==> config.mk <==
export PLATFORM = sky130hd
export DESIGN_NAME = ff_ranker_flat
export DESIGN_NICKNAME = d
export VERILOG_FILES = /design/src/rtl/ff_ranker_pkg.sv /design/src/rtl/ff_ranker_if.sv /design/src/rtl/ff_ranker_sync_edge.sv /design/src/rtl/ff_ranker.sv /design/src/flat_wrapper.sv
export SDC_FILE = /design/constraint.sdc
export NUM_CORES = 1
export LEC_CHECK = 0
export CORE_ASPECT_RATIO = 1.4
export CORE_UTILIZATION = 58
export CTS_BUF_LIST = sky130_fd_sc_hd__clkbuf_8
export DETAILED_ROUTE_END_ITERATION = 8
export PLACE_DENSITY = 0.87
export SKIP_CTS_REPAIR_TIMING = 1
export SLEW_MARGIN = 20
export SYNTH_ARGS = -nofsm -noshare
export SYNTH_HDL_FRONTEND = slang
export SYNTH_SLANG_ARGS = --single-unit
==> constraint.sdc <==
create_clock -name clk -period 5.62 [get_ports clk]
set_input_delay 1.124 -clock clk [delete_from_list [all_inputs] [get_ports clk]]
set_output_delay 1.124 -clock clk [all_outputs]
set_load 0.05 [all_outputs]
==> src/rtl/ff_ranker_pkg.sv <==
// ff_pkg: shared types and helpers for the fastest-finger-first ranker.
//   state_t      : FSM encoding (IDLE 00, ARMED 01, CLOSED 10; 11 is illegal)
//   idx_w()      : player index width, max(1, clog2(n))
//   rank_assign(): priority capture of eligible presses into free rank slots
package ff_pkg;

   typedef enum logic [1:0] {
      S_IDLE   = 2'b00,
      S_ARMED  = 2'b01,
      S_CLOSED = 2'b10
   } state_t;

   localparam int MAX_N  = 16;
   localparam int MAX_IW = 4;

   function automatic int idx_w(input int n);
      return (n > 2) ? $clog2(n) : 1;
   endfunction

   // idx[k] is the player taking the k-th free slot this cycle; taken marks
   // every player that got a slot, cnt is how many slots were consumed.
   typedef struct packed {
      logic [MAX_N-1:0][MAX_IW-1:0] idx;
      logic [MAX_N-1:0]             taken;
      logic [4:0]                   cnt;
   } assign_t;

   // Lowest index wins; presses beyond the free slots are simply not taken.
   function automatic assign_t rank_assign(input logic [MAX_N-1:0] elig,
                                           input logic [4:0]       free);
      assign_t res;
      res = '0;
      for (int i = 0; i < MAX_N; i++) begin
         if (elig[i] && (res.cnt < free)) begin
            res.idx[res.cnt[3:0]] = 4'(i);
            res.taken[i]          = 1'b1;
            res.cnt               = res.cnt + 5'd1;
         end
      end
      return res;
   endfunction

endpackage

==> src/rtl/ff_ranker_if.sv <==
// ff_ranker_if: control and result bundle of the ranker.
//   arm, clear, buttons            : console -> ranker
//   rank_idx, rank_valid,
//   ranked_mask, false_start,
//   busy, done, timed_out          : ranker -> display/scoring
interface ff_ranker_if #(
   parameter int N_PLAYERS = 4,
   parameter int RANKS     = 2
);
   import ff_pkg::*;
   localparam int IDX_W = idx_w(N_PLAYERS);

   logic                   arm;
   logic                   clear;
   logic [N_PLAYERS-1:0]   buttons;
   logic [RANKS*IDX_W-1:0] rank_idx;
   logic [RANKS-1:0]       rank_valid;
   logic [N_PLAYERS-1:0]   ranked_mask;
   logic [N_PLAYERS-1:0]   false_start;
   logic                   busy;
   logic                   done;
   logic                   timed_out;

   modport master (
      output arm, clear, buttons,
      input  rank_idx, rank_valid, ranked_mask, false_start, busy, done, timed_out
   );

   modport slave (
      input  arm, clear, buttons,
      output rank_idx, rank_valid, ranked_mask, false_start, busy, done, timed_out
   );
endinterface

==> src/rtl/ff_ranker_sync_edge.sv <==
// ff_sync_edge: per-bit 2-flop synchroniser plus rising-edge detector.
//   din   : raw asynchronous inputs
//   sync  : synchronised level (2 edges after sampling)
//   press : one-cycle pulse on a synchronised 0->1 transition
module ff_sync_edge #(
   parameter int W = 4
) (
   input  logic         clk,
   input  logic         rst,
   input  logic [W-1:0] din,
   output logic [W-1:0] sync,
   output logic [W-1:0] press
);
   logic [W-1:0] meta, prev;

   always_ff @(posedge clk or negedge rst) begin
      if (!rst) begin
         meta <= '0;
         sync <= '0;
         prev <= '0;
      end else begin
         meta <= din;
         sync <= meta;
         prev <= sync;
      end
   end

   assign press = sync & ~prev;
endmodule

==> src/rtl/ff_ranker.sv <==
// ff_ranker: fastest-finger-first arbiter.
//   clk, rst : clock, asynchronous active-low reset
//   bus      : ff_ranker_if.slave (arm/clear/buttons in, ranking results out)
// Records the first RANKS distinct eligible players in press order, flags
// players holding their button at arm as false starts, and closes the window
// on full ranks, exhaustion of eligible players, or timeout.
module ff_ranker import ff_pkg::*; #(
   parameter int N_PLAYERS   = 4,
   parameter int RANKS       = 2,
   parameter int TIMEOUT_CYC = 1000
) (
   input  logic       clk,
   input  logic       rst,
   ff_ranker_if.slave bus
);
   localparam int IDX_W = idx_w(N_PLAYERS);
   localparam int TW    = (TIMEOUT_CYC > 1) ? $clog2(TIMEOUT_CYC) : 1;
   localparam logic [TW-1:0] T_LAST = TW'((TIMEOUT_CYC > 0) ? TIMEOUT_CYC - 1 : 0);

   state_t                        state;
   logic [TW-1:0]                 timer;
   logic [RANKS-1:0][IDX_W-1:0]   idx_q, idx_n;
   logic [RANKS-1:0]              valid_q, valid_n;
   logic [N_PLAYERS-1:0]          mask_q, mask_n, fs_q;
   logic                          busy_q, done_q, to_q;

   logic [N_PLAYERS-1:0]          sync, press, elig;
   logic [4:0]                    filled, free, slot;
   assign_t                       asg;
   logic                          full, exhausted, tmo;

   ff_sync_edge #(.W(N_PLAYERS)) u_sync (
      .clk   (clk),
      .rst   (rst),
      .din   (bus.buttons),
      .sync  (sync),
      .press (press)
   );

   assign elig = press & ~fs_q & ~mask_q;

   // Ranks fill strictly in order, so the count of valid bits is the next slot.
   always_comb begin
      filled = '0;
      for (int r = 0; r < RANKS; r++) filled = filled + {4'd0, valid_q[r]};
   end
   assign free = 5'(RANKS) - filled;
   assign asg  = rank_assign(MAX_N'(elig), free);

   always_comb begin
      idx_n   = idx_q;
      valid_n = valid_q;
      mask_n  = mask_q | asg.taken[N_PLAYERS-1:0];
      slot    = '0;
      for (int r = 0; r < RANKS; r++) begin
         slot = 5'(r) - filled;
         if ((5'(r) >= filled) && (slot < asg.cnt)) begin
            idx_n[r]   = asg.idx[slot[3:0]][IDX_W-1:0];
            valid_n[r] = 1'b1;
         end
      end
   end

   assign full      = &valid_n;
   assign exhausted = &(mask_n | fs_q);
   assign tmo       = (TIMEOUT_CYC != 0) && (timer == T_LAST);

   always_ff @(posedge clk or negedge rst) begin
      if (!rst) begin
         state   <= S_IDLE;
         timer   <= '0;
         idx_q   <= '0;
         valid_q <= '0;
         mask_q  <= '0;
         fs_q    <= '0;
         busy_q  <= 1'b0;
         done_q  <= 1'b0;
         to_q    <= 1'b0;
      end else if (bus.clear) begin
         state   <= S_IDLE;
         timer   <= '0;
         idx_q   <= '0;
         valid_q <= '0;
         mask_q  <= '0;
         fs_q    <= '0;
         busy_q  <= 1'b0;
         done_q  <= 1'b0;
         to_q    <= 1'b0;
      end else begin
         case (state)
            S_IDLE, S_CLOSED: begin
               if (bus.arm) begin
                  state   <= S_ARMED;
                  timer   <= '0;
                  idx_q   <= '0;
                  valid_q <= '0;
                  mask_q  <= '0;
                  fs_q    <= sync;    // anyone already holding is disqualified
                  busy_q  <= 1'b1;
                  done_q  <= 1'b0;
                  to_q    <= 1'b0;
               end
            end
            S_ARMED: begin
               idx_q   <= idx_n;      // captures in the closing cycle are kept
               valid_q <= valid_n;
               mask_q  <= mask_n;
               timer   <= timer + 1'b1;
               if (full || exhausted || tmo) begin
                  state  <= S_CLOSED;
                  busy_q <= 1'b0;
                  done_q <= 1'b1;
                  to_q   <= tmo;
               end
            end
            default: begin
               state   <= S_IDLE;
               timer   <= '0;
               idx_q   <= '0;
               valid_q <= '0;
               mask_q  <= '0;
               fs_q    <= '0;
               busy_q  <= 1'b0;
               done_q  <= 1'b0;
               to_q    <= 1'b0;
            end
         endcase
      end
   end

   assign bus.rank_idx    = idx_q;
   assign bus.rank_valid  = valid_q;
   assign bus.ranked_mask = mask_q;
   assign bus.false_start = fs_q;
   assign bus.busy        = busy_q;
   assign bus.done        = done_q;
   assign bus.timed_out   = to_q;
endmodule
==> src/flat_wrapper.sv <==
// flat-port wrapper written by rule: the top's interface ports become plain ports
module ff_ranker_flat import ff_pkg::*;
#(
   parameter int N_PLAYERS   = 4,
   parameter int RANKS       = 2,
   parameter int TIMEOUT_CYC = 1000
)
  (clk, rst, bus_arm, bus_clear, bus_buttons, bus_rank_idx, bus_rank_valid, bus_ranked_mask, bus_false_start, bus_busy, bus_done, bus_timed_out);
  ff_ranker_if #(.N_PLAYERS(N_PLAYERS), .RANKS(RANKS)) bus_i ();
  input  logic clk;
  input  logic rst;
  input wire logic [$bits(bus_i.arm)-1:0] bus_arm;
  input wire logic [$bits(bus_i.clear)-1:0] bus_clear;
  input wire logic [$bits(bus_i.buttons)-1:0] bus_buttons;
  output wire logic [$bits(bus_i.rank_idx)-1:0] bus_rank_idx;
  output wire logic [$bits(bus_i.rank_valid)-1:0] bus_rank_valid;
  output wire logic [$bits(bus_i.ranked_mask)-1:0] bus_ranked_mask;
  output wire logic [$bits(bus_i.false_start)-1:0] bus_false_start;
  output wire logic [$bits(bus_i.busy)-1:0] bus_busy;
  output wire logic [$bits(bus_i.done)-1:0] bus_done;
  output wire logic [$bits(bus_i.timed_out)-1:0] bus_timed_out;
  assign bus_i.arm = bus_arm;
  assign bus_i.clear = bus_clear;
  assign bus_i.buttons = bus_buttons;
  assign bus_rank_idx = bus_i.rank_idx;
  assign bus_rank_valid = bus_i.rank_valid;
  assign bus_ranked_mask = bus_i.ranked_mask;
  assign bus_false_start = bus_i.false_start;
  assign bus_busy = bus_i.busy;
  assign bus_done = bus_i.done;
  assign bus_timed_out = bus_i.timed_out;
  ff_ranker #(.N_PLAYERS(N_PLAYERS), .RANKS(RANKS), .TIMEOUT_CYC(TIMEOUT_CYC)) u_core (.clk(clk), .rst(rst), .bus(bus_i));
endmodule
# == Word-level counts from Yosys, hierarchy flattened ==
# Index checks and enable logic that the tools add are counted.
# word_totals
output_inout_bits,17
input_bits,8
ff_bits,41
word_cells,131
# op_classes
bitwise_logic,14
magnitude_cmp,16
n_reduce_logical,19
add_sub_neg,8
n_eq_ne,8
n_mux,53
# op_table
op,count
$mux W64,2
$mux W61,1
$and A46 B48 Y48,1
$demux W4 S4,3
$not A48 Y48,1
$and A32 B32 Y32,1
$bmux W4 S4,2
$mux W4,8
$not A32 Y32,1
$or A32 B32 Y32,1
$lt A4 B5 Y1 const B,5
$lt A5 B5 Y1,5
$pmux W4 S2,3
$mux W10,2
$pmux W10 S2,1
$mux W2,9
$or A15 B16 Y16,1
$add A5 B1 Y5 const B,3
$mux W5,3
$mux W1,13
$and A4 B4 Y4,3
$ge A4 B1 Y1 const B,3
$not A4 Y4,3
$add A10 B1 Y10 const B,1
21 further kinds,42

# == Longest topological paths before layout ==
# Gate-level depths: netlist (run 1).
# logic_depth
ltp_word,24
ltp_mapped,21
depth_no_buf,19

# == Cells and area by module ==
# A second synthesis (run 1) with hierarchy kept.
# unflattened
hier_cells,214
hier_area_um2,2127.0
# modules_own_cells
mod,n_inst,seq_area_each_um2,cells_per_inst,area_per_inst_um2
ff_ranker,1,700.7,198,1771.7
ff_sync_edge,1,300.3,16,355.3

# == Worst setup path before layout (run 1) ==
# No wires, ideal clock.
# synth_path
path_kind,register -> register
start,reg u_core.valid_q[0] (netlist: u_core.bus.rank_valid[0])
end,reg u_core.idx_q (netlist bit u_core.bus.rank_idx[2])
stages_incl_launch_ff,22
setup_ns,0.128
period_less_slack_ns,5.260
path_buffers,2
arrival_time_ns,5.133
path_slack_ns,0.360
cell_sequence,dfrtp_1 -> inv_1 -> ha_1 -> buf_6 -> inv_1 -> a31oi_1 -> o21ai_0 -> nor3_1 -> inv_1 -> ha_1 -> nor3b_1 -> o211ai_2 -> inv_1 -> fa_1 -> buf_4 -> nand2b_1 -> a211oi_2 -> o21ai_2 -> o21ai_4 -> mux2i_1 -> o211a_1 -> mux2_1
# synth_via
elab_chain_len,22
# synth_rtl
element,line_no,text
from (decl),ff_ranker.sv:23,"logic [RANKS-1:0] valid_q, valid_n;"
from (signal assigned),ff_ranker.sv:106,valid_q <= valid_n;
$add A1 B1 Y2 *,ff_ranker.sv:45,"for (int r = 0; r < RANKS; r++) filled = filled + {4'd0, valid_q[r]};"
$sub A2 B5 Y5,ff_ranker.sv:47,assign free = 5'(RANKS) - filled;
$lt A1 B5 Y1,ff_ranker_pkg.sv:34,if (elig[i] && (res.cnt < free)) begin
$logic_and A1 B1 Y1,ff_ranker_pkg.sv:34,
$mux W6,ff_ranker_pkg.sv:34,
$lt A5 B5 Y1,ff_ranker_pkg.sv:34,
$logic_and A1 B1 Y1,ff_ranker_pkg.sv:34,
$mux W5,ff_ranker_pkg.sv:34,
(+6 left out),n/a,
$demux W4 S4 or $mux W64 (tied branches),n/a,
$or A32 B32 Y32 (no line),n/a,
$mux W64,ff_ranker_pkg.sv:34,
$bmux W4 S4,ff_ranker.sv:58,idx_n[r] = asg.idx[slot[3:0]][IDX_W-1:0];
$mux W2 (implied by the code),ff_ranker.sv:58,
$mux W2,ff_ranker.sv:57,if ((5'(r) >= filled) && (slot < asg.cnt)) begin
$pmux W4 S2,ff_ranker.sv:90,case (state)
$mux W4,ff_ranker.sv:79,end else if (bus.clear) begin
to (signal assigned),ff_ranker.sv:105,idx_q <= idx_n;
to (decl),ff_ranker.sv:22,"logic [RANKS-1:0][IDX_W-1:0] idx_q, idx_n;"
# Mark *: on every way between the ends. The rest lies on a longest branch, timed or not. The select of a mux whose other input is x is not followed.
# A chain may end at the register's enable or synchronous reset.

# == Final worst setup path (run 1) ==
# layout_path
start,reg u_core.valid_q[0] (netlist: u_core.bus.rank_valid[0])
end,reg u_core.idx_q (netlist bit u_core.bus.rank_idx[3])
# layout_via
elab_chain_len,22
# layout_rtl
element,line_no
$add A1 B1 Y2 *,ff_ranker.sv:45
$sub A2 B5 Y5,ff_ranker.sv:47
$lt A1 B5 Y1,ff_ranker_pkg.sv:34
$logic_and A1 B1 Y1,ff_ranker_pkg.sv:34
$mux W6,ff_ranker_pkg.sv:34
$lt A5 B5 Y1,ff_ranker_pkg.sv:34
$logic_and A1 B1 Y1,ff_ranker_pkg.sv:34
$mux W5,ff_ranker_pkg.sv:34
(+6 left out),n/a
$demux W4 S4,n/a
$or A32 B32 Y32 (no line),n/a
$mux W64,ff_ranker_pkg.sv:34
$bmux W4 S4,ff_ranker.sv:58
$mux W2 (implied by the code),ff_ranker.sv:58
$mux W2,ff_ranker.sv:57
$pmux W4 S2,ff_ranker.sv:90
$mux W4,ff_ranker.sv:79
# Marked as above.

==> results of run 1 <==
==> metal layers <==
| metal | vias up | share of wire | routed length [um] |
|---|---|---|---|
| met5 | - | 0 | 0 |
| met4 | 0 | 0.037 | 178 |
| met3 | 17 | 0.041 | 194 |
| met2 | 52 | 0.51 | 2433 |
| met1 | 881 | 0.41 | 1956 |
| li1 | 844 | - | - |
==> how the worst max path moves through the flow <==
stage | from | end | cells after the start
after detailed placement | u_core.bus.rank_valid[0] | u_core.bus.rank_idx[3] | 20
after CTS | u_core.bus.rank_valid[0] | u_core.bus.rank_idx[3] | 20
after global placement | u_core.bus.rank_valid[0] | u_core.bus.rank_idx[2] | 20
final | u_core.bus.rank_valid[0] | u_core.bus.rank_idx[3] | 20
after global routing | u_core.bus.rank_valid[0] | u_core.bus.rank_idx[3] | 20
after floorplan | u_core.bus.rank_valid[0] | u_core.bus.rank_idx[2] | 21
==> synth_stat cells, drive strengths merged, types with 2 or more instances <==
master	instances	share of area
o22ai	7	0.021
nand2b	2	0.0059
and3	3	0.0088
nor3b	2	0.0071
nand4	3	0.0088
and2	2	0.0059
a21oi	7	0.016
buf	3	0.012
dfrtp	40	0.47
xor2	2	0.0082
nor3	5	0.012
nor2	15	0.026
inv	8	0.014
o21ai	30	0.078
a22o	2	0.0082
nand3	3	0.0071
ha	12	0.071
a31oi	5	0.015
mux2	5	0.026
or3	3	0.0088
nor2b	3	0.0088
nand2	32	0.057
clkbuf	3	0.0053
o31ai	3	0.011
==> registers in the layout (all words and copies together), names as in the netlist <==
register	count
u_core.bus.rank_idx	4
u_core.u_sync.prev	4
u_core.bus.timed_out	1
u_core.bus.ranked_mask	4
u_core.u_sync.meta	4
u_core.bus.rank_valid	2
u_core.bus.busy	1
u_core.bus.false_start	4
u_core.state	1
u_core.u_sync.sync	4
u_core.timer	10
u_core.bus.done	1
==> metrics by stage <==
step                      setup WS (ps)  hold slack (ps)    util  std cells  cell area (um^2)
after global routing              33.69            367.1  0.7280        286              2505
after global placement            586.3            331.8  0.6938        278              2387
after floorplan                   359.5            331.2       -        218              2125
after CTS                         347.6            354.3  0.7262        286              2499
final                             465.0            351.9  0.7280        286              2505
after detailed placement          385.4            335.8  0.6938        278              2387
==> critical path, cell delays in order, from the launching register on <==
cell      delay (ps)
dfrtp_1          490
inv_1            100
ha_2             440
inv_1            130
a31oi_1          160
o21ai_0          110
nor3_1           140
buf_4            170
inv_1             60
ha_1             320
nor3b_1          310
o211ai_2         220
inv_1            180
fa_1             500
nand2b_1         200
a211oi_2         240
o21ai_2          130
o21ai_4          160
mux2i_2          370
o211a_1          250
mux2_1           340
==> cell families after synthesis <==
logic type,count (synthesis),synth area share
AO/OA/AOI/OAI,65,0.1979
AND/OR/NAND/NOR,77,0.1755
adder cells (fa/ha/maj),13,0.08009
multiplexers,6,0.03121
XOR/XNOR,3,0.01237
buffers and inverters,14,0.03180
flip-flops,40,0.4711
==> cell type report <==
class / instances / area [um^2]
Multi-Input combinational cell: 164 / 1062
Sequential cell: 40 / 1001
Timing Repair Buffer: 26 / 250.2
Clock inverter: 3 / 42.54
Inverter: 8 / 30.03
Clock buffer: 5 / 68.82
Tap cell: 40 / 50.05
Fill cell: 241 / 935.9
==> power by group <==
part | switching (mW) | internal [mW]
clock | 0.103 | 0.131
combinational | 0.304 | 0.168
sequential | 0.0305 | 0.318
==> results_dict.tcl, run 1 <==
set metrics [dict create \
    status "complete, no violations" \
    setup_viol 0 \
    io_pins 25 \
    first_pass_iters 4 \
    grt_most_used_layer "met2" \
    grt_overflow_total 0 \
    critPathCaptureType "flip-flop" \
    layout_common_cells "dfrtp_1 (40), nand2_1 (32), o21ai_0 (28)" \
    syn_area_per_cell_um2 9.746 \
    worst_slew_pin_slew_ps 997.5 \
    slew_viol_final 0 \
    reg2reg_slack_ps 470 \
    syn_inst 218 \
    final_common_cell "dfrtp_1" \
    viasPerCell 6.273 \
    die_w_um 53.15 \
    clockBufferDepth 2 \
    ys_types 47 \
    ys_seq_area_frac 0.4711 \
    syn-num-nets 239 \
    hp-start "u_core.u_sync.meta[1]" \
    vdd_drop_max_v 0.0002566 \
    routabilityCongestion 0.9852 \
    power.total_mw 1.054 \
    reg2reg_to "u_core.bus.rank_idx[3]" \
    n_antenna_cell 0 \
    synth.yosys.warnings 0 \
    routed_wl_um 4763 \
    dieHeight_um 73.61 \
    std_cell_rows 25 \
    antenna_found_initial 0 \
    root_buffer "clkbuf_8" \
    post-route-min-period_ps 5155 \
    detailroute.via_count 1794 \
    cp_data_arrival_time_ps 5330 \
    r2r_cells 20 \
    hpwl_um 3378 \
    yosys_most_used_dff "dfrtp_1" \
    maxCapViolations 0 \
    slew_headroom 0.3299 \
    drtAntennaViolNets 0 \
    grt_use_met3 0.05590 \
    met1_usage 0.3412 \
    worstHoldPathType "reg -> reg" \
    power_density_nw_per_um2 420.8 \
    clock_latency_ps 290 \
    cts_buffers 5 \
    ys_ff_latch 40 \
    fmax_ghz 0.1940 \
    grt_pass1_wl_um 8066 \
    synth_edf_count 0 \
    drc 0 \
    period_share 0.9173 \
    cp-start-kind "flip-flop" \
    cts.clk_slew.worst_paths_ps 80 \
    async_reset_ff_frac 1.000 \
    critPathKind "reg -> reg" \
    rsz0062_at_grt "no" \
    syn_area_um2 2125 \
    wire_per_inst_um 16.65 \
    required_ps 5790 \
    finClkSkew_ps 5.464 \
    htree_levels 2 \
    die_area_um2 3912 \
    whs_path_depth 0 \
    fin_tns_setup_ps 0 \
    hold_viol_final 0 \
    use_met2 0.4810 \
    worstHoldEndpoint "u_core.u_sync.sync[1]" \
    critPathMaxFanout 11 \
    initial_utilization 0.6175 \
    area_delta_synth_final_pct 17.90 \
    layout-drive-gt1-share 0.08943 \
    grt.total_usage 0.2893 \
    cts_sinks 40 \
    io_buffers 24 \
    cts_tree "built" \
    drt_iter0_drc 85 \
    p_leak_nw 1.090 \
    r2r_start "u_core.bus.rank_valid[0]" \
    grt_pass1_vias 1778 \
    nets 266 \
    core-area_um2 3441 \
    grt_max_degree 41 \
]
Power figures use the tool's default switching activity.
==> run 2, diff against run 1 <==
GPL_ROUTABILITY_DRIVEN = 0   (was unset)
==> run 2 against run 1 <==
Sequential power about the same. Maximum frequency down 1.3%. Non-clock buffer count unchanged. Combinational power down 2%. Critical endpoint is now u_core.bus.rank_idx[2]. Largest cell class unchanged.
==> results_dict.tcl, run 2 (synthesis results as in run 1) <==
set metrics [dict create \
    cpMaxStageDelayCell "dfrtp_1" \
    grt_pass1_wl_um 7403 \
    routed_wl_um 4640 \
    finalInstanceArea_um2 2557 \
    crit_chain "inv_1 -> ha_2 -> inv_1 -> a31oi_1 -> o21ai_0 -> nor3_2 -> inv_1 -> ha_1 -> nor3b_1 -> o211ai_2 -> inv_1 -> fa_1 -> nand2b_1 -> a211oi_2 -> o21ai_2 -> o21ai_4 -> mux2i_2 -> o211a_1 -> mux2_1" \
    instances_no_fill 286 \
    root_buffer "clkbuf_8" \
    wire_per_inst_um 16.22 \
    drt_iter0_drc 86 \
    status "complete, no violations" \
    slew_viol_final 0 \
    die_area_um2 3912 \
    antenna_found_initial 0 \
    post-route-min-period_ps 5221 \
    place_ws_ps 151.5 \
    worstHoldPathType "reg -> reg" \
    fmax_ghz 0.1915 \
    power.total_mw 1.134 \
    first_pass_iters 5 \
    power_density_nw_per_um2 443.4 \
    n_antenna_cell 0 \
    grt_max_degree 41 \
    grt.total_usage 0.2683 \
    cts.clk_slew.worst_paths_ps 80 \
    area_delta_synth_final_pct 20.38 \
    layout-drive-gt1-share 0.09350 \
    io_pins 25 \
    drtAntennaViolNets 0 \
    critPathKind "reg -> reg" \
    p_leak_nw 1.115 \
    fin_tns_setup_ps 0 \
    viasPerCell 6.311 \
    std_cell_rows 25 \
    vdd_drop_max_v 0.0003366 \
    dpl.cell_count 277 \
    required_ps 5800 \
    grt_pass1_vias 1685 \
    maxCapViolations 0 \
    post-route-util 0.7433 \
    setup_viol 0 \
    top_register "u_core.timer" \
    critPathBufInv 4 \
    worst_slew_pin_slew_ps 946.1 \
    hold_viol_final 0 \
    holdWs_ps 355.7 \
    nets 266 \
    layout_common_cells "dfrtp_1 (40), nand2_1 (32), o21ai_0 (28)" \
    slew_headroom 0.3644 \
    cts_buffers 5 \
    critPathMaxFanout 11 \
    io_buffers 24 \
    critPathCaptureType "flip-flop" \
    core-area_um2 3441 \
    worst_slack_ps 398.8 \
    die_w_um 53.15 \
    dieHeight_um 73.61 \
    largest_register_ffs 10 \
    cp_data_arrival_time_ps 5400 \
    drc 0 \
    initial_utilization 0.6175 \
    placement.cell_area_um2 2380 \
    htree_levels 2 \
    reg2reg_slack_ps 400 \
    cp_common_cell "inv_1" \
    hpwl_um 3321 \
    crit_family "compound AO/OA/AOI/OAI gates" \
    finClkSkew_ps 4.483 \
    clock_latency_ps 290 \
    cts_sinks 40 \
    cp-start-kind "flip-flop" \
    final_common_cell "dfrtp_1" \
    max_stage_delay_ps 490 \
    cts_tree "built" \
    period_share 0.9290 \
    grt_overflow_total 0 \
    detailroute.via_count 1805 \
    clockBufferDepth 2 \
]
-- run 2: final timing paths --
kind | cells after the start | from | endpoint
worst max-delay path | 19 | u_core.bus.rank_valid[0] | u_core.bus.rank_idx[2]
worst min register to register | 0 | u_core.u_sync.meta[3] | u_core.u_sync.sync[3]
max in group asynchronous | 1 | rst | u_core.bus.busy
worst min-delay path | 0 | u_core.u_sync.meta[3] | u_core.u_sync.sync[3]
min in group asynchronous | 1 | rst | u_core.u_sync.sync[2]
worst max register to register | 19 | u_core.bus.rank_valid[0] | u_core.bus.rank_idx[2]
-- run 2: per-layer routing --
| layer | share of wire | global-route usage | vias to the layer above |
|---|---|---|---|
| met5 | 0 | 0 | - |
| met4 | 0.031 | 0.1667 | 0 |
| met3 | 0.047 | 0.05176 | 19 |
| met2 | 0.52 | 0.4290 | 67 |
| met1 | 0.40 | 0.3273 | 880 |
| li1 | - | - | 839 |
-- run 2: cell type report --
type,count,area [um^2]
clock inverter,3,90.09
fill,264,883.3
tap,40,50.05
clock buffer,5,68.82
sequential,40,1001
inverter,8,30.03
timing repair buffer,26,250.2
multi-input combinational,164,1067
-- run 2: where the power goes --
part	switching (mW)	leakage [nW]	internal, mW
clock	0.0995	0.0784	0.222
combinational	0.297	0.513	0.166
sequential	0.0321	0.523	0.318
total	0.429	1.11	0.705
==> run 3, diff against run 2 <==
CTS_CLUSTER_DIAMETER = 30   (was unset)
==> results of run 3 <==
No change in the layout: final DEF, timing and power equal those of run 2.
